[src/rtl/bit_alloc_pkg.sv]
// bit_alloc_pkg: shared state encoding, default width and index-width derivation
package bit_alloc_pkg;
    localparam int WIDTH_DEF = 4;
    typedef enum logic [1:0] {IDLE = 2'd0, SCAN = 2'd1, DONE = 2'd2} state_t;
    function automatic int idx_w(input int w);
        return (w > 1) ? $clog2(w) : 1;
    endfunction
endpackage

[src/rtl/bit_alloc_if.sv]
// bit_alloc_if: allocation/free handshake and occupancy view of the slot allocator
interface bit_alloc_if
    import bit_alloc_pkg::*;
#(
    parameter int WIDTH = WIDTH_DEF
);
    localparam int IDX_W = idx_w(WIDTH);
    logic             alloc_req;
    logic             alloc_ready;
    logic             alloc_valid;
    logic [IDX_W-1:0] alloc_index;
    logic             alloc_fail;
    logic             free_req;
    logic [IDX_W-1:0] free_index;
    logic             free_err;
    logic [WIDTH-1:0] occ;
    logic             busy;
    modport master (
        output alloc_req, free_req, free_index,
        input  alloc_ready, alloc_valid, alloc_index, alloc_fail, free_err, occ, busy
    );
    modport slave (
        input  alloc_req, free_req, free_index,
        output alloc_ready, alloc_valid, alloc_index, alloc_fail, free_err, occ, busy
    );
endinterface

[src/rtl/bit_alloc_bit_write.sv]
// bit_write: returns word with the bit at index replaced by value
module bit_write
    import bit_alloc_pkg::*;
#(
    parameter int WIDTH = WIDTH_DEF
) (
    input  logic [WIDTH-1:0]        word,
    input  logic [idx_w(WIDTH)-1:0] index,
    input  logic                    value,
    output logic [WIDTH-1:0]        result
);
    always_comb begin
        result = word;
        result[index] = value;
    end
endmodule

[src/rtl/bit_alloc.sv]
// bit_alloc: sequential lowest-free-slot allocator over a registered occupancy word
module bit_alloc
    import bit_alloc_pkg::*;
#(
    parameter int WIDTH = WIDTH_DEF
) (
    input  logic       clk,
    input  logic       rst,
    bit_alloc_if.slave bus
);
    localparam int IDX_W = idx_w(WIDTH);
    localparam logic [IDX_W-1:0] last_idx = IDX_W'(WIDTH - 1);
    state_t           state_q, state_d;
    logic [IDX_W-1:0] ptr_q, ptr_d, idx_q, idx_d;
    logic [WIDTH-1:0] occ_q, occ_d, occ_clr, occ_fr, occ_set;
    logic             valid_q, valid_d, fail_q, fail_d, err_q, err_d, hit;

    // The free is applied before the grant so a same-edge free of the scanned bit is re-granted.
    bit_write #(.WIDTH(WIDTH)) u_free (
        .word(occ_q), .index(bus.free_index), .value(1'b0), .result(occ_clr)
    );
    bit_write #(.WIDTH(WIDTH)) u_grant (
        .word(occ_fr), .index(ptr_q), .value(1'b1), .result(occ_set)
    );

    assign occ_fr = bus.free_req ? occ_clr : occ_q;
    assign hit    = (state_q == SCAN) && !occ_fr[ptr_q];
    assign err_d  = bus.free_req && !occ_q[bus.free_index];

    always_comb begin
        state_d = state_q;
        ptr_d   = ptr_q;
        idx_d   = idx_q;
        occ_d   = occ_fr;
        valid_d = 1'b0;
        fail_d  = 1'b0;
        case (state_q)
            IDLE: begin
                state_d = bus.alloc_req ? SCAN : IDLE;
                ptr_d   = '0;
            end
            SCAN: begin
                state_d = (hit || ptr_q == last_idx) ? DONE : SCAN;
                ptr_d   = (hit || ptr_q == last_idx) ? ptr_q : ptr_q + 1'b1;
                occ_d   = hit ? occ_set : occ_fr;
                idx_d   = hit ? ptr_q : idx_q;
                valid_d = hit;
                fail_d  = !hit && ptr_q == last_idx;
            end
            DONE:    state_d = IDLE;
            default: state_d = IDLE;
        endcase
    end

    always_ff @(posedge clk) begin
        if (rst) begin
            state_q <= IDLE;
            ptr_q   <= '0;
            idx_q   <= '0;
            occ_q   <= '0;
            valid_q <= 1'b0;
            fail_q  <= 1'b0;
            err_q   <= 1'b0;
        end else begin
            state_q <= state_d;
            ptr_q   <= ptr_d;
            idx_q   <= idx_d;
            occ_q   <= occ_d;
            valid_q <= valid_d;
            fail_q  <= fail_d;
            err_q   <= err_d;
        end
    end

    assign bus.alloc_ready = state_q == IDLE;
    assign bus.busy        = state_q != IDLE;
    assign bus.alloc_valid = valid_q;
    assign bus.alloc_fail  = fail_q;
    assign bus.alloc_index = idx_q;
    assign bus.free_err    = err_q;
    assign bus.occ         = occ_q;
endmodule

[src/flat_wrapper.sv]
// flat-port wrapper written by rule: the top's interface ports become plain ports
module bit_alloc_flat import bit_alloc_pkg::*;
#(
    parameter int WIDTH = WIDTH_DEF
)
  (clk, rst, bus_alloc_req, bus_free_req, bus_free_index, bus_alloc_ready, bus_alloc_valid, bus_alloc_index, bus_alloc_fail, bus_free_err, bus_occ, bus_busy);
  bit_alloc_if #(.WIDTH(WIDTH)) bus_i ();
  input  logic clk;
  input  logic rst;
  input wire logic [$bits(bus_i.alloc_req)-1:0] bus_alloc_req;
  input wire logic [$bits(bus_i.free_req)-1:0] bus_free_req;
  input wire logic [$bits(bus_i.free_index)-1:0] bus_free_index;
  output wire logic [$bits(bus_i.alloc_ready)-1:0] bus_alloc_ready;
  output wire logic [$bits(bus_i.alloc_valid)-1:0] bus_alloc_valid;
  output wire logic [$bits(bus_i.alloc_index)-1:0] bus_alloc_index;
  output wire logic [$bits(bus_i.alloc_fail)-1:0] bus_alloc_fail;
  output wire logic [$bits(bus_i.free_err)-1:0] bus_free_err;
  output wire logic [$bits(bus_i.occ)-1:0] bus_occ;
  output wire logic [$bits(bus_i.busy)-1:0] bus_busy;
  assign bus_i.alloc_req = bus_alloc_req;
  assign bus_i.free_req = bus_free_req;
  assign bus_i.free_index = bus_free_index;
  assign bus_alloc_ready = bus_i.alloc_ready;
  assign bus_alloc_valid = bus_i.alloc_valid;
  assign bus_alloc_index = bus_i.alloc_index;
  assign bus_alloc_fail = bus_i.alloc_fail;
  assign bus_free_err = bus_i.free_err;
  assign bus_occ = bus_i.occ;
  assign bus_busy = bus_i.busy;
  bit_alloc #(.WIDTH(WIDTH)) u_core (.clk(clk), .rst(rst), .bus(bus_i));
endmodule
[config.mk]
export PLATFORM = sky130hd
export DESIGN_NAME = bit_alloc_flat
export DESIGN_NICKNAME = d
export VERILOG_FILES = /design/src/rtl/bit_alloc_pkg.sv /design/src/rtl/bit_alloc_if.sv /design/src/rtl/bit_alloc_bit_write.sv /design/src/rtl/bit_alloc.sv /design/src/flat_wrapper.sv
export SDC_FILE = /design/constraint.sdc
export NUM_CORES = 1
export LEC_CHECK = 0
export ABC_AREA = 1
export CAP_MARGIN = 25
export CELL_PAD_IN_SITES_DETAIL_PLACEMENT = 1
export CELL_PAD_IN_SITES_GLOBAL_PLACEMENT = 1
export CORE_MARGIN = 2
export CORE_UTILIZATION = 25
export DETAILED_ROUTE_END_ITERATION = 10
export PLACE_DENSITY_LB_ADDON = 0.1
export SYNTH_ARGS = -nofsm -noshare
export SYNTH_HDL_FRONTEND = slang
export SYNTH_HIERARCHICAL = 1
export SYNTH_SLANG_ARGS = --single-unit
[constraint.sdc]
create_clock -name clk -period 1.9 [get_ports clk]
set_clock_uncertainty 0.15 [all_clocks]
set_input_delay 0.57 -clock clk [delete_from_list [all_inputs] [get_ports clk]]
set_output_delay 0.57 -clock clk [all_outputs]
set_load 0.005 [all_outputs]
==> flow_metrics.tcl, run 1 <==
set metrics [dict create \
    yosysSeqAreaShare_pct 33.2 \
    dr_wl_met3_um 68 \
    grt_antenna_before_repair 0 \
    synthesis.area_um2 783 \
    grt_pass1_wl_um 3890 \
    number_of_nets_with_antenna_violations_after_detailed_routing 0 \
    synthesis.yosys.warnings 6 \
    routabilityCongestion 0.731 \
    vias_in_the_first_global_route 907 \
    criticalPathCategory "register to output port" \
    netlist.top_cell.by_area "dfxtp_1" \
    clk-insertion-delay-late_ns 0.28 \
    leakagePower_nw 0.569 \
    ff2ff_setup_slack_ns 0.43 \
    chipWidth_um 60.0 \
    tritoncts.num_buffers 3 \
    ys_seq_elements 13 \
    clock_path_buffers 2 \
    met2RoutedLength_um 1210 \
    layout_setup_ws_ns 0.0480 \
    period_share_pct 97.5 \
    drv.max_cap_violation_count 0 \
    cts.root.buffer_cell "clkbuf_4" \
    ff2ff_path_depth 9 \
    slowest_stage "clkdlybuf4s50_1" \
    detail_route.wl_per_cell_um 11.1 \
    drc 0 \
    die_height_um 60.0 \
    worst-endpoint-required_ns 1.18 \
    overall_overflow_remaining_after_global_route 0 \
    grt_setup_unrepaired "false" \
    critPathCaptureType "output port" \
    average_cell_area_after_synthesis_um2 6.47 \
    areaGrowthSynthToFinish_pct 51.9 \
    worst-endpoint-arrival_ns 1.13 \
    detailroute.via_count 891 \
    worstSetupStartpoint "u_core/bus.occ[3]" \
    critical_path_peak_fanout 4 \
    design.final.nets 173 \
    crit_cells 1 \
    instances_no_fill 209 \
    routedLengthMet1_um 1000 \
    drt_first_pass_iters 3 \
    post_route_cells_drive_above_1_share_pct 30.9 \
    numPlacedInstances 201 \
    crit_family "buffers and inverters" \
    port_buffers 16 \
    synth.lib_cells_used.distinct 20 \
    yosys_most_used_dff "dfxtp_1" \
    h-tree-depth 1 \
    detailedPlacementHpwl_um 1900 \
    grt.total_usage_pct 15.0 \
    worstPathCellList "clkdlybuf4s50_1" \
    critical_path.endpoint "bus_occ[3]" \
    routed.top_layer "met4" \
    post-synth-top-area-fraction_pct 33.2 \
    cts.clk_slew.worst_paths_ns 0.08 \
    crit_path_start_kind "register" \
    num_rows 20 \
    initial_core_util_pct 25.9 \
    finalSetupViolations 0 \
    clkSinkCount 13 \
    run_status "finished clean" \
    post_synth_main_area_contributors "dfxtp_1 (33%), nand2_1 (18%), nand3_1 (8.9%)" \
    grt_start_max_net_pins 10 \
    power.density_nw_per_um2 590 \
    worstReg2RegEnd "u_core/ptr_q[0]" \
    synthesized_netlist_cell_count 121 \
    drt_first_iter_violations 7 \
    cts_hold_repair.buffers 0 \
    final_max_slew_viol_count 0 \
    post-route-min-period_ns 1.85 \
    routed_via_density 4.26 \
    core_footprint_um2 3030 \
    final.fill_count 400 \
    floorplan.die_area_um2 3600 \
    totalWireLength_um 2320 \
    maxClockFrequency_ghz 0.540 \
    tritoncts_clock_tree "yes" \
    fin_hold_viols 0 \
    async_reset_ff_share_pct 0 \
    number_of_synthesized_flops_with_an_enable_pin 0 \
    top_level_ports 17 \
    slowest_delay_ns 0.49 \
    hold_class "register to register" \
    num_antenna_cells 0 \
    peakVddDrop_v 0.000314 \
    place_ws_ns -0.532 \
    cp_num_buf_inv 1 \
    crit-reg2reg-launch "u_core/bus.occ[3]" \
]
==> cell type report <==
type	count	area (µm²)	share of cell area, %
repair buffers	33	274	23.0
well taps	44	55.1	4.63
flip-flops and latches	13	270	22.7
multi-input cells	99	502	42.2
clock buffers	4	26.3	2.21
inverters	16	62.6	5.26
==> flip-flops by register name (all words and copies together), names as in the netlist <==
register / cells
u_core/bus.alloc_index: 2
u_core/bus.free_err: 1
u_core/bus.alloc_fail: 1
u_core/bus.occ: 4
u_core/bus.alloc_valid: 1
u_core/ptr_q: 2
u_core/state_q: 2
==> metal layers <==
layer  GRT usage [%]  up-vias
li1                -      467
met4            6.67        0
met1            16.8      403
met5               0        -
met3            2.60        4
met2            27.2       17
==> cell families (layout without fill, tap and decap cells) <==
kind of cell	after synthesis	count (layout)	synth area share, %
AO/OA/AOI/OAI	16	16	11.7
adder cells (fa/ha/maj)	1	1	1.60
buffers and inverters	16	53	7.99
flip-flops	13	13	33.2
other	2	8	0.959
AND/OR/NAND/NOR	73	74	44.6
==> worst min path at each step <==
stage,start,endpoint,slack [ns],cells after the start
4_1_cts,u_core/state_q[1],u_core/state_q[0],0.40,3
3_5_place_dp,u_core/bus.alloc_index[1],u_core/bus.alloc_index[1],0.37,2
5_1_grt,u_core/state_q[1],u_core/state_q[0],0.42,3
6_report,u_core/bus.alloc_index[1],u_core/bus.alloc_index[1],0.39,2
3_3_place_gp,u_core/bus.alloc_index[0],u_core/bus.alloc_index[0],0.36,2
2_1_floorplan,u_core/bus.alloc_index[1],u_core/bus.alloc_index[1],0.37,2
==> repair_timing <==
item	CTS	global route
setup endpoints to repair	17	12
gates resized for setup	13	5
cloned	1	0
pin swaps	2	1
setup buffers	1	2
==> power by group <==
part	switching, mW	leakage, nW	internal (mW)
Combinational	0.119	0.445	0.105
Clock	0.0908	0.0150	0.0814
Sequential	0.0135	0.109	0.293
Total	0.223	0.569	0.480
==> cell usage after synthesis, types with 2 or more instances <==
library cell / instances
a21oi_1: 4
a21oi_2: 3
conb_1: 2
dfxtp_1: 13
inv_1: 6
inv_2: 8
nand2_1: 37
nand3_1: 14
nand3_2: 3
nor2_1: 11
nor2_2: 4
o21ai_0: 3
o21ai_1: 6
==> placed cells by master (no fill, tap or decap), drive strengths merged <==
cell type / count
nand3: 17
inv: 15
clkinv: 1
o21ai: 9
nor2: 17
clkbuf: 6
nor4: 1
dlygate4sd2: 3
conb: 8
ha: 1
nand2: 38
a21oi: 7
dfxtp: 13
clkdlybuf4s50: 11
buf: 17
nand4: 1
==> through the flow <==
step,total power [mW],cell area (µm²),setup TNS [ns],hold WS (ns),utilization (%)
after detailed placement,0.525,1130,-5.72,0.374,37.2
after global routing,0.753,1190,0,0.422,39.3
after CTS,0.709,1180,0,0.398,39.0
after global placement,0.520,1130,-4.97,0.364,37.2
after floorplan,0.420,806,0,0.370,-
final,0.703,1190,0,0.389,39.3
No activity file was read; power rests on OpenSTA's default activity.
==> inputs of run 2 (changes only) <==
--- a/config.mk
+++ b/config.mk
@@ -6,7 +6,6 @@
 export NUM_CORES = 1
 export LEC_CHECK = 0
 export ABC_AREA = 1
-export CAP_MARGIN = 25
 export CELL_PAD_IN_SITES_DETAIL_PLACEMENT = 1
 export CELL_PAD_IN_SITES_GLOBAL_PLACEMENT = 1
 export CORE_MARGIN = 2
==> results of run 2 <==
No change in the layout: final DEF, timing and power equal those of run 1.
==> inputs of run 3 (changes only) <==
--- a/config.mk
+++ b/config.mk
@@ -8,7 +8,6 @@
 export ABC_AREA = 1
 export CELL_PAD_IN_SITES_DETAIL_PLACEMENT = 1
 export CELL_PAD_IN_SITES_GLOBAL_PLACEMENT = 1
-export CORE_MARGIN = 2
 export CORE_UTILIZATION = 25
 export DETAILED_ROUTE_END_ITERATION = 10
 export PLACE_DENSITY_LB_ADDON = 0.1
==> run 3 against run 2 <==
  * The flow now finishes with violations (DRC)
  * Die area decreased by 6.6%
  * Clock-buffer cell count unchanged
  * Sequential share of layout area increased by 0.17 points
  * Sequential cell count unchanged
  * Clock power increased by 5%
  * Non-clock buffer count increased by 1
  * Largest cell class unchanged
==> flow_metrics.tcl, run 3 (synthesized netlist as in run 1, its figures left out) <==
set metrics [dict create \
    fin_area_um2 1170 \
    cts.clk_slew.worst_paths_ns 0.08 \
    tritoncts.num_buffers 3 \
    run_status "complete, but fails checks" \
    crit_path_start_kind "register" \
    leakagePower_nw 0.586 \
    routed_via_density 4.57 \
    top_level_ports 17 \
    grt_start_max_net_pins 10 \
    instances_no_fill 196 \
    criticalPathCategory "register to output port" \
    p_total_uw 712 \
    h-tree-depth 1 \
    number_of_nets_with_antenna_violations_after_detailed_routing 0 \
    detail_route.wl_per_cell_um 11.8 \
    layout_common_cells "nand2_1 (37), buf_4 (18), nand3_1 (14)" \
    areaGrowthSynthToFinish_pct 49.4 \
    initial_core_util_pct 27.5 \
    detailedPlacementHpwl_um 1890 \
    numPlacedInstances 188 \
    tritoncts_clock_tree "yes" \
    grt_pass1_wl_um 3910 \
    drv.max_cap_violation_count 0 \
    layout_setup_ws_ns 0.0350 \
    cts_hold_repair.buffers 0 \
    slowest_delay_ns 0.50 \
    worst-endpoint-required_ns 1.18 \
    cts.root.buffer_cell "clkbuf_4" \
    detailroute.via_count 896 \
    fin_hold_viols 0 \
    crit-reg2reg-launch "u_core/bus.occ[1]" \
    crit_family "buffers and inverters" \
    clock_path_buffers 2 \
    worstHoldStart "u_core/state_q[1]" \
    period_share_pct 98.2 \
    cp_num_buf_inv 1 \
    placedInstanceArea_um2 1110 \
    num_antenna_cells 0 \
    place_ws_ns -0.568 \
    port_buffers 16 \
    drc 1 \
    slowest_stage "clkdlybuf4s50_1" \
    grt.total_usage_pct 15.0 \
    clkSinkCount 13 \
    worst-endpoint-arrival_ns 1.15 \
    maxClockFrequency_ghz 0.536 \
    drt_first_iter_violations 4 \
    post_route_cells_drive_above_1_share_pct 30.9 \
    die_height_um 58.0 \
    vias_in_the_first_global_route 863 \
    drt_first_pass_iters 7 \
    design.final.nets 173 \
    critical_path_peak_fanout 3 \
    power.density_nw_per_um2 609 \
    totalWireLength_um 2300 \
    worstSetupStartpoint "u_core/bus.occ[0]" \
    overall_overflow_remaining_after_global_route 0 \
    chipWidth_um 58.0 \
    post-route-min-period_ns 1.87 \
    critPathCaptureType "output port" \
    flip_flop_count_of_the_largest_register_after_layout 4 \
    floorplan.die_area_um2 3360 \
    finalSetupViolations 0 \
    commonest_non_fill_non_tap_cell_in_the_layout "nand2_1" \
    hold_class "register to register" \
    peakVddDrop_v 0.000269 \
    core_footprint_um2 2850 \
    grt_antenna_before_repair 0 \
    violations "DRC" \
    grt_setup_unrepaired "false" \
    num_rows 19 \
    routabilityCongestion 0.752 \
    final_max_slew_viol_count 0 \
    worstPathCellList "clkdlybuf4s50_1" \
    holdWs_ns 0.380 \
    clk-insertion-delay-late_ns 0.29 \
]
run 3: through the flow:
stage | TNS, ns | util [%]
floorplan | 0 | -
global placement | -5.36 | 38.9
detailed placement | -6.20 | 38.9
CTS | 0 | 40.7
global route | 0 | 41.0
finish | 0 | 41.0
run 3: worst min-delay path, cell delays in order (launching register included):
cell,delay (ns)
dfxtp_2,0.36
nor2_4,0.04
nand2_1,0.05
a21oi_1,0.05
run 3: path summary, 6_finish.rpt:
check	endpoint	slack (ns)	cells past startpoint
hold / removal	u_core/state_q[0]	0.38	3
hold reg to reg	u_core/state_q[0]	0.38	3
setup reg to reg	u_core/bus.occ[2]	0.32	11
setup / recovery	bus_occ[0]	0.03	1
run 3: area by class of cell:
class                      count  area [µm²]
fill                         392        1680
tap                           31        38.8
inverter                      16        62.6
sequential                    13         268
multi-input combinational     98         490
timing repair buffer          34         284
clock buffer                   4        26.3
run 3: repair_timing:
item | CTS | global route
pin swaps | 1 | 0
setup buffers | 2 | 2
resized for setup | 13 | 5
setup endpoints to repair | 18 | 12
run 3: power breakdown:
group | switching [mW] | internal, mW | total [mW]
combinational | 0.115 | 0.109 | 0.223
clock | 0.0996 | 0.0818 | 0.181
sequential | 0.0143 | 0.294 | 0.308
run 3: layer usage:
metal	global-route usage, %	vias up	share of wire [%]
met5	0	-	0
met4	3.06	0	0.52
met3	4.24	3	2.7
met2	24.6	10	48
met1	19.8	412	48
li1	-	471	-
